`src/rtl/lsu_mem_port_pkg.sv`:
```
// Shared definitions for the load/store memory port.
// Contents: RV32I width codes, FSM state encoding, default memory depth.
package lsu_mem_port_pkg;

  // Default number of 32-bit words in the attached data memory.
  localparam int LSU_DEPTH_DEFAULT = 64;

  // RV32I load/store width codes (funct3).
  localparam logic [2:0] F3_B  = 3'b000;
  localparam logic [2:0] F3_H  = 3'b001;
  localparam logic [2:0] F3_W  = 3'b010;
  localparam logic [2:0] F3_BU = 3'b100;
  localparam logic [2:0] F3_HU = 3'b101;

  typedef enum logic [1:0] {
    ST_IDLE   = 2'd0,
    ST_RMW_WR = 2'd1,
    ST_RESP   = 2'd2
  } lsu_state_e;

endpackage

```
`src/rtl/lsu_mem_port_lane_align.sv`:
```
// Combinational byte/half lane steering shared by loads and sub-word stores.
// Ports:
//   i_word      32-bit memory word
//   i_off       byte offset within the word (addr[1:0])
//   i_funct3    RV32I width code
//   i_wdata     right-aligned store data
//   o_load_data selected lane, sign- or zero-extended
//   o_merged    i_word with the target lane replaced by i_wdata
module lsu_lane_align
  import lsu_mem_port_pkg::*;
(
  input  logic [31:0] i_word,
  input  logic [1:0]  i_off,
  input  logic [2:0]  i_funct3,
  input  logic [31:0] i_wdata,
  output logic [31:0] o_load_data,
  output logic [31:0] o_merged
);

  logic [7:0]  w_byte;
  logic [15:0] w_half;

  // Lane selection uses only the low address bits; no carry into the index.
  assign w_byte = i_word[{i_off, 3'b000} +: 8];
  assign w_half = i_word[{i_off[1], 4'b0000} +: 16];

  // Load direction: extend the selected lane according to the width code.
  always_comb begin
    o_load_data = 32'h0000_0000;
    case (i_funct3)
      F3_B:    o_load_data = {{24{w_byte[7]}}, w_byte};
      F3_BU:   o_load_data = {24'h00_0000, w_byte};
      F3_H:    o_load_data = {{16{w_half[15]}}, w_half};
      F3_HU:   o_load_data = {16'h0000, w_half};
      F3_W:    o_load_data = i_word;
      default: o_load_data = 32'h0000_0000;
    endcase
  end

  // Store direction: overwrite only the addressed lane, keep the other bytes.
  always_comb begin
    o_merged = i_word;
    case (i_funct3)
      F3_B:    o_merged[{i_off, 3'b000} +: 8] = i_wdata[7:0];
      F3_H:    o_merged[{i_off[1], 4'b0000} +: 16] = i_wdata[15:0];
      F3_W:    o_merged = i_wdata;
      default: o_merged = i_word;
    endcase
  end

endmodule

```
`src/rtl/lsu_mem_port.sv`:
```
// Load/store initiator between the MEM stage and a word-addressed data memory.
// Ports:
//   clk, reset             clock and synchronous active-high reset
//   req_*                  byte-addressed RV32I load/store request handshake
//   resp_*                 one-cycle registered completion with data and flags
//   MemRead, MemWrite, A   memory enables and word index (combinational)
//   WD / RD                memory write data / combinational read data
// SW and loads complete in one cycle; SB/SH do read-modify-write over two.
module lsu_mem_port
  import lsu_mem_port_pkg::*;
#(
  parameter int DEPTH = LSU_DEPTH_DEFAULT
) (
  input  logic        clk,
  input  logic        reset,
  input  logic        req_valid,
  output logic        req_ready,
  input  logic        req_we,
  input  logic [2:0]  req_funct3,
  input  logic [31:0] req_addr,
  input  logic [31:0] req_wdata,
  output logic        resp_valid,
  output logic [31:0] resp_rdata,
  output logic        resp_misaligned,
  output logic        resp_fault,
  output logic        MemRead,
  output logic        MemWrite,
  output logic [31:0] A,
  output logic [31:0] WD,
  input  logic [31:0] RD
);

  lsu_state_e  r_state;
  lsu_state_e  w_next_state;
  logic [31:0] r_addr;
  logic [31:0] r_wdata;
  logic [31:0] r_word;
  logic [2:0]  r_funct3;
  logic        r_resp_valid;
  logic [31:0] r_resp_rdata;
  logic        r_resp_mis;
  logic        r_resp_fault;

  logic        w_accept;
  logic        w_unsup;
  logic        w_oor;
  logic        w_mis;
  logic        w_ok;
  logic        w_is_rmw;
  logic        w_in_rmw;
  logic [31:0] w_align_word;
  logic [1:0]  w_align_off;
  logic [2:0]  w_align_f3;
  logic [31:0] w_align_wdata;
  logic [31:0] w_load_data;
  logic [31:0] w_merged;
  logic        w_mem_read;
  logic        w_mem_write;
  logic [31:0] w_a;
  logic [31:0] w_wd;

  assign w_in_rmw  = (r_state == ST_RMW_WR);
  assign req_ready = !w_in_rmw;
  assign w_accept  = req_valid && req_ready;

  // Checks on the live request; priority is unsupported > range > alignment.
  assign w_unsup = (req_funct3 == 3'b011) || (req_funct3 == 3'b110) ||
                   (req_funct3 == 3'b111) ||
                   (req_we && (req_funct3 != F3_B) && (req_funct3 != F3_H) &&
                    (req_funct3 != F3_W));
  assign w_oor   = ({2'b00, req_addr[31:2]} >= 32'(DEPTH));
  assign w_mis   = (((req_funct3 == F3_H) || (req_funct3 == F3_HU)) && req_addr[0]) ||
                   ((req_funct3 == F3_W) && (req_addr[1:0] != 2'b00));
  assign w_ok    = !w_unsup && !w_oor && !w_mis;
  assign w_is_rmw = req_we && (req_funct3 != F3_W);

  // One aligner: live request while idle, latched request during the RMW write.
  assign w_align_word  = w_in_rmw ? r_word         : RD;
  assign w_align_off   = w_in_rmw ? r_addr[1:0]    : req_addr[1:0];
  assign w_align_f3    = w_in_rmw ? r_funct3       : req_funct3;
  assign w_align_wdata = w_in_rmw ? r_wdata        : req_wdata;

  lsu_lane_align u_align (
    .i_word      (w_align_word),
    .i_off       (w_align_off),
    .i_funct3    (w_align_f3),
    .i_wdata     (w_align_wdata),
    .o_load_data (w_load_data),
    .o_merged    (w_merged)
  );

  // Next state and memory-port drive.
  always_comb begin
    w_next_state = r_state;
    w_mem_read   = 1'b0;
    w_mem_write  = 1'b0;
    w_a          = 32'h0000_0000;
    w_wd         = 32'h0000_0000;
    case (r_state)
      ST_IDLE, ST_RESP: begin
        if (w_accept && w_ok) begin
          w_a = {2'b00, req_addr[31:2]};
          if (req_we && !w_is_rmw) begin
            w_mem_write  = 1'b1;
            w_wd         = req_wdata;
            w_next_state = ST_IDLE;
          end else if (w_is_rmw) begin
            w_mem_read   = 1'b1;
            w_next_state = ST_RMW_WR;
          end else begin
            w_mem_read   = 1'b1;
            w_next_state = ST_IDLE;
          end
        end else begin
          w_next_state = ST_IDLE;
        end
      end
      ST_RMW_WR: begin
        w_mem_write  = 1'b1;
        w_a          = {2'b00, r_addr[31:2]};
        w_wd         = w_merged;
        w_next_state = ST_RESP;
      end
      default: w_next_state = ST_IDLE;
    endcase
  end

  // Reset suppresses any memory access, including a pending RMW write.
  assign MemRead  = w_mem_read  && !reset;
  assign MemWrite = w_mem_write && !reset;
  assign A        = reset ? 32'h0000_0000 : w_a;
  assign WD       = reset ? 32'h0000_0000 : w_wd;

  // State, RMW latch and registered response.
  always_ff @(posedge clk) begin
    if (reset) begin
      r_state      <= ST_IDLE;
      r_addr       <= 32'h0000_0000;
      r_wdata      <= 32'h0000_0000;
      r_word       <= 32'h0000_0000;
      r_funct3     <= 3'b000;
      r_resp_valid <= 1'b0;
      r_resp_rdata <= 32'h0000_0000;
      r_resp_mis   <= 1'b0;
      r_resp_fault <= 1'b0;
    end else begin
      r_state      <= w_next_state;
      r_resp_valid <= 1'b0;
      r_resp_rdata <= 32'h0000_0000;
      r_resp_mis   <= 1'b0;
      r_resp_fault <= 1'b0;
      if (w_in_rmw) begin
        r_resp_valid <= 1'b1;
      end else if (w_accept) begin
        if (w_unsup || w_oor) begin
          r_resp_valid <= 1'b1;
          r_resp_fault <= 1'b1;
        end else if (w_mis) begin
          r_resp_valid <= 1'b1;
          r_resp_mis   <= 1'b1;
        end else if (w_is_rmw) begin
          // Response for SB/SH is deferred until after the write cycle.
          r_addr   <= req_addr;
          r_wdata  <= req_wdata;
          r_funct3 <= req_funct3;
          r_word   <= RD;
        end else begin
          r_resp_valid <= 1'b1;
          r_resp_rdata <= req_we ? 32'h0000_0000 : w_load_data;
        end
      end else begin
        r_resp_valid <= 1'b0;
      end
    end
  end

  assign resp_valid      = r_resp_valid;
  assign resp_rdata      = r_resp_rdata;
  assign resp_misaligned = r_resp_mis;
  assign resp_fault      = r_resp_fault;

endmodule

```
`config.mk`:
```
export PLATFORM = sky130hd
export DESIGN_NAME = lsu_mem_port
export DESIGN_NICKNAME = d
export VERILOG_FILES = /design/src/rtl/lsu_mem_port_pkg.sv /design/src/rtl/lsu_mem_port_lane_align.sv /design/src/rtl/lsu_mem_port.sv
export SDC_FILE = /design/constraint.sdc
export NUM_CORES = 1
export LEC_CHECK = 0
export CAP_MARGIN = 40
export CORE_MARGIN = 10
export CORE_UTILIZATION = 40
export CTS_CLUSTER_DIAMETER = 100
export CTS_CLUSTER_SIZE = 16
export DETAILED_ROUTE_END_ITERATION = 10
export GPL_TIMING_DRIVEN = 0
export PLACE_DENSITY = 0.71
export SETUP_SLACK_MARGIN = 0.2
export SLEW_MARGIN = 0
export SYNTH_ARGS = -nofsm -noshare
export SYNTH_HDL_FRONTEND = slang
export SYNTH_SLANG_ARGS = --single-unit
```
`constraint.sdc`:
```
create_clock -name clk -period 5.9 [get_ports clk]
set_input_delay 0.59 -clock clk [delete_from_list [all_inputs] [get_ports clk]]
set_output_delay 0.59 -clock clk [all_outputs]
set_load 0.005 [all_outputs]
```
==> reports/metrics.yaml <==
status: "completed"
numClockSinks: 136
dieWidth_um: 156
n_antenna_cell: 0
antenna_left: 0
tightest_slew_ns: 0.893
multiInputGateArea_um2: 4190
cp_data_arrival_time_ns: 4.01
drive_above_1_share_pct: 9.19
areaGrowthSynthToFinish_pct: 39.6
hold_path.class: "reg2reg"
cp_max_fo: 10
r2r-end: "resp_rdata[0]"
rows: 49
post-cts-setup-buffers: 0
p_leak_nw: 4.05
cts_tree: "yes"
rsz0062_at_grt: "no"
ys_seq_area_share_pct: 36.9
first_pass_iters: 6
post-route-util_pct: 57.2
slew_violations: 0
mappedNetlistArea_um2: 7380
grt-ovfl-total: 0
regToRegStartpoint: "r_state[0]"
die-area_um2: 24300
whs_path_depth: 1
final_hold_viol_count: 0
antenna_found_initial: 0
vias: 7752
grt_pass1_vias: 7350
tns_ns: 0
clk_pin_slew_worst_paths_ns: 0.06
wire_per_inst_um: 22.2
io_pins: 205
port_buffers: 201
yosysUniqueCellTypes: 63
grt_pass1_wl_mm: 45.5
fin_nets: 1248
die_h_um: 156
start_util_pct: 40.9
clk_latency_ns: 0.43
netlist_instances: 918
crit_start: "req_addr[1]"
hold_start: "r_addr[23]"
cts_hold_buffers: 0
cts_made_buffers: 17
wl_mm: 30.7
core_um2: 18000
ys_seq_elements: 136
globalplace.congestion: 0.996
grt_max_degree: 17
routed_via_density: 5.61
fin_skew_ns: 0.00718
nFillCells: 1687
cts-resized-gates: 0
vdd_ir_drop_max_mv: 0.201
regArea_um2: 2720
finalCritPeriodShare_pct: 78.0
end_kind: "primary output"
root_buffer: "clkbuf_16"
h-tree-depth: 4
synth_top_flop_cell: "dfxtp_1"
setup_violations: 0
grt_usage_pct: 24.2
power_per_cell_area_nw_per_um2: 223
drc: 0
holdPathEnd: "r_addr[23]"
r2r_setup_slack_ns: 3.29
clk_path_buf_depth: 2
yosys_warnings: 0
drtIter0Drc: 897
hpwl_mm: 23.9
max_slew_margin_pct: 40.5
required_ns: 5.31
reg2reg_depth: 12
max_freq_mhz: 217
syn-mean-instance-area_um2: 8.04
synth_edf_count: 0
min_period_ns: 4.60
crit_type: "in2out"
drv_cap: 0
async_flop_share_pct: 0
startpoint_type: "input port"
## kinds of logic after synthesis
kind of cell	after synthesis	share of synthesized area, %
AO/OA/AOI/OAI	238	21.2
adder cells (fa/ha/maj)	5	0.848
buffers and inverters	86	6.38
flip-flops	136	36.9
multiplexers	73	10.5
other	1	0.0508
AND/OR/NAND/NOR	379	24.1
## metrics by stage
stage / total power [mW] / hold slack (ns) / instance area (um^2) / instances / setup WS (ns)
2_1_floorplan: 1.04 / 0.421 / 7380 / 919 / 2.98
3_3_place_gp: 1.17 / 0.433 / 9680 / 1349 / 1.37
3_5_place_dp: 1.17 / 0.436 / 9690 / 1350 / 1.41
4_1_cts: 2.30 / 0.451 / 10300 / 1382 / 1.39
5_1_grt: 2.36 / 0.462 / 10300 / 1382 / 1.06
6_report: 2.30 / 0.450 / 10300 / 1382 / 1.30
## layer usage
layer	vias to the layer above	global-route usage, %	wire length, um
li1	3648	-	-
met1	3596	33.1	13200
met2	453	36.9	13600
met3	55	5.68	3230
met4	0	7.49	768
met5	-	0	0
## cells in the final DEF, fill, tap and decap left out, types with 3 or more instances in the layout
cell type        count
a211o_1              3
a211oi_1             3
a21oi_1            100
a221o_1             10
a22o_1               6
a22oi_1              5
a31oi_1              4
and2_1              51
and3_1              15
buf_2               21
buf_4               13
buf_6                7
bufinv_16            3
clkbuf_1            26
clkbuf_16           17
clkdlybuf4s50_1    201
dfxtp_1            136
ha_1                 5
inv_1               15
inv_6                4
inv_8                3
mux2_2              12
mux2i_1             57
nand2_1            215
nand3_1              8
nand4_1              5
nor2_1              40
nor2b_1              8
nor4_1               6
nor4bb_1             3
o21a_1              19
o21ai_0             24
o221ai_1            13
o22a_1               7
o22ai_1             27
o2bb2ai_1            3
o31ai_1              3
or3_1               11
## where the power goes
group / switching [mW] / total (mW) / internal, mW
registers: 0.000153 / 0.919 / 0.919
clock network: 0.465 / 1.14 / 0.679
logic: 0.129 / 0.236 / 0.107
total: 0.595 / 2.30 / 1.70
## cell type report
| type | count | share of cell area (%) |
|---|---|---|
| Buffer | 68 | 3.89 |
| Multi-Input combinational cell | 697 | 40.7 |
| Inverter | 18 | 0.680 |
| Clock buffer | 18 | 4.17 |
| Clock inverter | 14 | 1.83 |
| Timing Repair Buffer | 202 | 19.6 |
| Tap cell | 229 | 2.78 |
| Sequential cell | 136 | 26.4 |
## critical path, cell delays in order
cell and delay, ns:
clkdlybuf4s50_1 0.63, buf_2 0.36, mux2i_4 0.20, ha_1 0.35, nor2b_1 0.19, nand2_1 0.10, o21ai_0 0.53, nor3b_1 0.28
o221ai_1 0.16, nand2_1 0.09, clkdlybuf4s50_1 0.51
## synthesized netlist by cell type, drive strengths merged (9+ instances only)
master | n | share of area [%]
nand2 | 217 | 11
buf | 41 | 4.0
a21oi | 101 | 7.0
and3 | 15 | 1.3
o221ai | 13 | 1.5
and2 | 51 | 4.3
mux2 | 12 | 1.8
mux2i | 61 | 8.7
nor2 | 40 | 2.0
dfxtp | 136 | 37
o21ai | 24 | 1.6
inv | 17 | 0.90
nor2b | 9 | 0.86
o21a | 19 | 1.9
or3 | 11 | 0.93
a221o | 10 | 1.4
o22ai | 27 | 2.3
clkbuf | 27 | 1.4
## flip-flops by register name (all words and copies together) (netlist names)
| name | flops |
|---|---|
| r_addr | 32 |
| r_funct3 | 3 |
| r_state | 2 |
| r_wdata | 32 |
| r_word | 32 |
| resp_fault | 1 |
| resp_misaligned | 1 |
| resp_rdata | 32 |
| resp_valid | 1 |
## worst max-delay path by stage
stage                         to  slack, ns  cells past startpoint
after floorplan           WD[18]       2.98                     13
after global placement    WD[18]       1.37                     11
after detailed placement  WD[18]       1.41                     11
after CTS                 WD[18]       1.39                     11
after global routing      WD[18]       1.06                     11
final                     WD[18]       1.30                     11
Power figures use the tool's default switching activity.
